$ cat src/rtl/divu_pkg.sv
// rtl/divu_pkg.sv - shared types and constants for the 4-bit sequential divider
package divu_pkg;

   localparam int DIV_W     = 4;
   localparam int DIV_ITERS = 4;

   typedef enum logic [1:0] {
      IDLE = 2'd0,
      RUN  = 2'd1,
      DONE = 2'd2
   } div_state_t;

endpackage

$ cat src/rtl/subtr_4.sv
// rtl/subtr_4.sv - combinational 4-bit subtractor, d = a - b, bo = 1 when no borrow
module subtr_4
   import divu_pkg::*;
(
   input  logic [DIV_W-1:0] a,
   input  logic [DIV_W-1:0] b,
   output logic [DIV_W-1:0] d,
   output logic             bo
);

   logic [DIV_W:0] w_diff;

   assign w_diff = {1'b0, a} - {1'b0, b};
   assign d      = w_diff[DIV_W-1:0];
   assign bo     = ~w_diff[DIV_W];

endmodule

$ cat src/rtl/divu_4_seq.sv
// rtl/divu_4_seq.sv - sequential 4-bit unsigned restoring divider, one quotient bit per cycle
module divu_4_seq
   import divu_pkg::*;
(
   input  logic             clk,
   input  logic             rst,
   input  logic             start,
   input  logic [DIV_W-1:0] dvd,
   input  logic [DIV_W-1:0] dvs,
   output logic [DIV_W-1:0] q,
   output logic [DIV_W-1:0] r,
   output logic             busy,
   output logic             done,
   output logic             dz
);

   div_state_t       r_state;
   div_state_t       w_next;
   logic [1:0]       r_cnt;
   logic [DIV_W-1:0] r_rem;
   logic [DIV_W-1:0] r_sh;
   logic [DIV_W-1:0] r_dvs;
   logic [DIV_W-1:0] r_q;
   logic [DIV_W-1:0] r_r;
   logic             r_busy;
   logic             r_done;
   logic             r_dz;

   logic [DIV_W-1:0] w_t;
   logic [DIV_W-1:0] w_d;
   logic             w_bo;
   logic             w_ge;
   logic [DIV_W-1:0] w_rem_nx;
   logic [DIV_W-1:0] w_sh_nx;
   logic             w_accept;
   logic             w_last;

   // The partial remainder's MSB is the fifth bit of the trial value; when set,
   // the subtraction always succeeds and the low four bits of d are still exact.
   assign w_t      = {r_rem[DIV_W-2:0], r_sh[DIV_W-1]};
   assign w_ge     = r_rem[DIV_W-1] | w_bo;
   assign w_rem_nx = w_ge ? w_d : w_t;
   assign w_sh_nx  = {r_sh[DIV_W-2:0], w_ge};
   assign w_accept = start && (r_state != RUN);
   assign w_last   = (r_cnt == 2'(DIV_ITERS - 1));

   subtr_4 u_subtr (
      .a  (w_t),
      .b  (r_dvs),
      .d  (w_d),
      .bo (w_bo)
   );

   always_comb begin
      w_next = r_state;
      case (r_state)
         IDLE, DONE: begin
            if (start)
               w_next = (dvs == '0) ? DONE : RUN;
            else
               w_next = IDLE;
         end
         RUN: begin
            if (w_last)
               w_next = DONE;
         end
         default: w_next = IDLE;
      endcase
   end

   always_ff @(posedge clk) begin
      if (rst) begin
         r_state <= IDLE;
         r_cnt   <= '0;
         r_rem   <= '0;
         r_sh    <= '0;
         r_dvs   <= '0;
         r_q     <= '0;
         r_r     <= '0;
         r_busy  <= 1'b0;
         r_done  <= 1'b0;
         r_dz    <= 1'b0;
      end else begin
         r_state <= w_next;
         r_done  <= 1'b0;
         if (w_accept) begin
            r_dvs <= dvs;
            r_sh  <= dvd;
            r_rem <= '0;
            r_cnt <= '0;
            if (dvs == '0) begin
               r_q    <= '1;
               r_r    <= dvd;
               r_dz   <= 1'b1;
               r_done <= 1'b1;
               r_busy <= 1'b0;
            end else begin
               r_busy <= 1'b1;
            end
         end else if (r_state == RUN) begin
            r_rem <= w_rem_nx;
            r_sh  <= w_sh_nx;
            r_cnt <= r_cnt + 2'd1;
            if (w_last) begin
               r_q    <= w_sh_nx;
               r_r    <= w_rem_nx;
               r_dz   <= 1'b0;
               r_done <= 1'b1;
               r_busy <= 1'b0;
            end
         end
      end
   end

   assign q    = r_q;
   assign r    = r_r;
   assign busy = r_busy;
   assign done = r_done;
   assign dz   = r_dz;

endmodule

$ cat config.mk
export PLATFORM = sky130hd
export DESIGN_NAME = divu_4_seq
export DESIGN_NICKNAME = d
export VERILOG_FILES = /design/src/rtl/divu_pkg.sv /design/src/rtl/subtr_4.sv /design/src/rtl/divu_4_seq.sv
export SDC_FILE = /design/constraint.sdc
export NUM_CORES = 1
export LEC_CHECK = 0
export ABC_AREA = 1
export BUFFER_PORTS_ARGS = -buffer_cell sky130_fd_sc_hd__buf_2
export CAP_MARGIN = 20
export CORE_ASPECT_RATIO = 1.75
export CORE_MARGIN = 2
export CORE_UTILIZATION = 55
export CTS_CLUSTER_DIAMETER = 120
export CTS_CLUSTER_SIZE = 28
export DETAILED_ROUTE_END_ITERATION = 10
export GPL_TIMING_DRIVEN = 0
export PLACE_DENSITY_LB_ADDON = 0.15
export SLEW_MARGIN = 30
export SYNTH_ARGS = -nofsm -noshare
export SYNTH_HDL_FRONTEND = slang
export SYNTH_SLANG_ARGS = --single-unit
$ cat constraint.sdc
create_clock -name clk -period 2.14 [get_ports clk]
set_input_delay 0.428 -clock clk [delete_from_list [all_inputs] [get_ports clk]]
set_output_delay 0.428 -clock clk [all_outputs]
set_load 0.01 [all_outputs]
# Word-level counts from Yosys, hierarchy flattened

Index checks and enable logic that the tools add are counted.

Bitwise operators: 2
Equal/unequal tests: 6
Reductions and logical operators: 9
Mux-type cells: 25
$add $sub $neg: 2

Operator list:

| operator                                                                | number |
|---|---|
| 4-bit two-way mux                                                       | 11 |
| 1-bit two-way mux                                                       | 10 |
| 2-bit two-way mux                                                       | 3 |
| 4-bit by 4-bit subtractor with 5-bit output                             | 1 |
| 2-bit equality test, second input constant                              | 2 |
| 4-bit logical NOT                                                       | 1 |
| 2-bit by 1-bit inequality test with 1-bit output, second input constant | 2 |
| 2-bit case mux with 2 select lines                                      | 1 |
| 2-bit nonzero test                                                      | 2 |
| 2-bit OR reduction                                                      | 2 |
| 3-bit AND reduction                                                     | 1 |
| 2-bit by 1-bit adder with 2-bit output, second input constant           | 1 |
| 2-bit by 1-bit equality test with 1-bit output, second input constant   | 1 |
| 2-bit logical NOT                                                       | 1 |
| 2-bit inequality test, second input constant                            | 1 |
| 2-bit AND reduction                                                     | 1 |
| 1-bit logical AND                                                       | 1 |
| 1-bit NOT                                                               | 1 |
| 1-bit OR                                                                | 1 |

Register bits: 27

# Logic depth before layout (Yosys ltp)

Word-level depth: 7
Gate-level depth with buffers: 13

# By module

A second synthesis with hierarchy kept.

Cell total of the unflattened synthesis: 206
Area, all modules: 1,395.1 µm²

By module, submodules not included:

| module     | cells each | times used | area an instance (µm²) | seq. area each (µm²) |
|---|---|---|---|---|
| divu_4_seq | 180        | 1          | 1,231.2                | 540.5 |
| subtr_4    | 26         | 1          | 163.9                  | 0.0 |

# Worst setup path after synthesis

Ideal clock, no wire load.

Path type: flip-flop to flip-flop
Start point: register r_sh[3]
End point: register r_r[0], in the netlist r[0]
Cell stages (with the launch flop): 14
Setup slack: 0.504 ns
Arrival: 1.572 ns
Clock period less this slack: 1.636 ns
Data required time: 2.076 ns
Library setup time: 0.064 ns
Path through: dfxtp_1 > inv_1 > ha_1 > inv_1 > fa_1 > nand2_1 > nand2_1 > nand2_1 > nand2_1 > nand2_1 > nand2_1 > nor2_1 > nor2_1 > nor2_1

Longest elaborated chain between the ends: 7

Ends and longest elaborated chain:

| what                                        | line              | RTL |
|---|---|---|
| start: declaration                          | divu_4_seq.sv:21  | `logic [DIV_W-1:0] r_sh;` |
| start signal: assignment                    | divu_4_seq.sv:88  | `r_sh <= dvd;` |
| start signal: assignment                    | divu_4_seq.sv:102 | `r_sh <= w_sh_nx;` |
| 4-bit by 4-bit subtractor with 5-bit output | subtr_4.sv:13     | `assign w_diff = {1'b0, a} - {1'b0, b};` |
| 1-bit NOT                                   | subtr_4.sv:15     | `assign bo = ~w_diff[DIV_W];` |
| 1-bit OR                                    | divu_4_seq.sv:41  | `assign w_ge = r_rem[DIV_W-1] \| w_bo;` |
| 4-bit two-way mux *                         | divu_4_seq.sv:42  | `assign w_rem_nx = w_ge ? w_d : w_t;` |
| 4-bit two-way mux *                         | divu_4_seq.sv:104 | `if (w_last) begin` |
| 4-bit two-way mux *                         | divu_4_seq.sv:100 | `end else if (r_state == RUN) begin` |
| 4-bit two-way mux *                         | divu_4_seq.sv:86  | `if (w_accept) begin` |
| end signal: assignment                      | divu_4_seq.sv:93  | `r_r <= dvd;` |
| end signal: assignment                      | divu_4_seq.sv:106 | `r_r <= w_rem_nx;` |
| end: declaration                            | divu_4_seq.sv:24  | `logic [DIV_W-1:0] r_r;` |

Mark *: on every way between the ends. The rest lies on a longest branch, timed or not. The select of a mux whose other input is x is not followed.
A chain may end at the register's enable or synchronous reset.

# Final worst setup path

Same ends and word-level chain as after synthesis.

==> flow_summary.ini <==
[power_and_ir_drop]
leakage_nw = 0.8315
power_density_mw_per_mm2 = 692.4
vdd_ir_drop_max_mv = 0.5556
power.total_mw = 1.072

[synth]
synth-seq-cells = 27
synth_top_area_frac = 0.3949
synth-seq-area-share = 0.3949
synth_nets = 215
ys_warn_count = 0
synth_cell_types = 24
syn_inst = 198
ys_top_cells_by_area = dfxtp_1 39%, nand2_1 12%, inv_1 9.6%
syn_area_per_cell_um2 = 6.913
syn_area_mm2 = 0.001369
synth_top_cell_by_area = dfxtp_1

[floorplan]
core_area_mm2 = 0.002331
initial_core_util = 0.5872
die_y_um = 70.00
pin_count = 22
rows = 23
dieArea_mm2 = 0.002919
die_w_um = 41.71

[global_routing]
grt_max_degree = 16
grt_pass1_wl_mm = 5.195
track_usage = 0.2206
antenna_found_initial = 0
grt_overflow = 0
grt_pass1_vias = 1315

[place]
portBuffers = 20
gp_congestion = 0.8433
dp_hpwl_mm = 2.305

[clocking]
cts_buffers = 3
cts_tree = built
clockBufferDepth = 2
clk_pin_slew_ns = 0.09
cts_root_buffer = clkbuf_8
clock_latency_ns = 0.27
clkSinkCount = 27
cts_setup_buffers = 0
htree_levels = 1

[routing]
wl_per_cell_um = 11.88
wl_mm = 2.934
via_per_inst = 5.324
dr.first_iter.drc_count = 47
wl_met1_mm = 1.178
postRouteAntennaNets = 0
drc = 0
wl_met2_mm = 1.600
wl_met3_um = 111
firstDrtPassIters = 7
vias = 1315
top_layer = met4

[sta]
period_minus_slack_ns = 1.939
tns_ns = 0
tightest_slew_ns = 0.4382
fin_skew_ns = 0.007450
finalHoldViolations = 0
setup_viol_count_final = 0
finalCritPeriodShare = 0.9061
max_freq_mhz = 515.7
slew_headroom = 0.7068
timing.final.max_slew_violations = 0
rsz0062_at_grt = no

[layout]
mostFrequentLayoutCells = 44 x nand2_1, 35 x inv_1, 27 x dfxtp_1
final_common_cell = nand2_1
antenna_cells = 0
final_nets = 240
drive_above_1_share = 0.1712
syn_to_final_growth_pct = 13.16

[worst_setup_path]
cp_max_fo = 6
crit_path_end_kind = flop
critPathKind = flop to flop
worstPathRequired_ns = 2.35
cp-start-kind = flop
worstPathArrival_ns = 2.15

[run]
drv_cap = 0

[outcome]
status = complete, no violations

[hold_path]
min_path_type = input port to flop
## logic make-up (layout without fill, tap and decap cells)
logic type | count (synthesis) | after routing | synth area share
buf+inv | 42 | 66 | 0.1197
compound gates | 29 | 29 | 0.1134
simple gates | 92 | 92 | 0.2989
flops | 27 | 27 | 0.3949
xor+xnor | 2 | 2 | 0.01280
fa+ha+maj | 6 | 6 | 0.06033
## per-layer routing
metal  GRT usage  vias up
li1            -      662
met1      0.2143      606
met2      0.4288       41
met3     0.03876        6
met4     0.09677        0
met5           0        -
## through the flow
step / area [um2] / cells / setup slack (ns) / hold WS [ns] / util
floorplan: 1369 / 198 / 0.5044 / 0.4446 / -
global placement: 1500 / 243 / 0.3049 / 0.4463 / 0.6436
detailed placement: 1500 / 243 / 0.1813 / 0.4471 / 0.6436
CTS: 1546 / 247 / 0.1570 / 0.4127 / 0.6634
global route: 1549 / 247 / 0.008251 / 0.4253 / 0.6645
finish: 1549 / 247 / 0.2009 / 0.4076 / 0.6645
## cells in the mapped netlist
master,count
a21oi_1,13
a21oi_2,1
a31oi_1,1
buf_2,2
buf_4,1
clkbuf_1,1
dfxtp_1,27
fa_1,1
ha_1,5
inv_1,35
inv_2,3
nand2_1,45
nand2_2,1
nand2_4,2
nand3_1,16
nand3b_1,1
nor2_1,24
nor2_4,3
o21ai_0,10
o21ai_1,2
o221ai_1,1
o22ai_1,1
xnor2_1,1
xor2_1,1
## layout make-up
cell class	count	area (um2)
fill	209	782.0
multi-input combinational	129	666.9
sequential	27	540.5
inverter	38	142.6
timing repair buffer	20	100.1
clock buffer	3	41.29
tap	25	31.28
buffer	4	21.27
clock inverter	1	5.005
## worst paths after layout
check	end	startpoint	cells after the start	slack [ns]
hold reg to reg	dz$_SDFFE_PP0P_	dz$_SDFFE_PP0P_	2	0.46
setup reg to reg	r[0]$_SDFFE_PP0P_	r_sh[3]$_SDFFE_PP0P_	13	0.20
setup / recovery	r[0]$_SDFFE_PP0P_	r_sh[3]$_SDFFE_PP0P_	13	0.20
hold / removal	r_dvs[2]$_SDFFE_PP0P_	dvs[2]	3	0.41
## registers in the layout, summed over array words and instances (netlist names)
| name | flops |
|---|---|
| done | 1 |
| r_state | 2 |
| r_dvs | 4 |
| dz | 1 |
| r | 4 |
| q | 4 |
| busy | 1 |
| r_sh | 4 |
| r_cnt | 2 |
| r_rem | 4 |
## power by group
group | switching [mW] | leakage (nW) | internal [mW]
registers | 0.0149 | 0.220 | 0.528
clock network | 0.154 | 0.0255 | 0.130
logic | 0.160 | 0.586 | 0.0849
## repair_timing
item,4_1_cts,5_1_grt
endpoints found under the setup margin,0,2
gates resized for setup,0,1
hold buffers,0,0
endpoints found under the hold margin,0,0
## worst max-delay path: stages, from the launching register on
cell and delay [ns]:
dfxtp_1 0.31, inv_1 0.09, ha_1 0.16, inv_1 0.07, fa_1 0.41, nand2_1 0.09, nand2_1 0.06, nand2_1 0.16
nand2_2 0.13, nand2_1 0.09, nand2_1 0.08, nor2_1 0.10, nor2_1 0.05, nor2_1 0.09
Power figures use the tool's default switching activity.
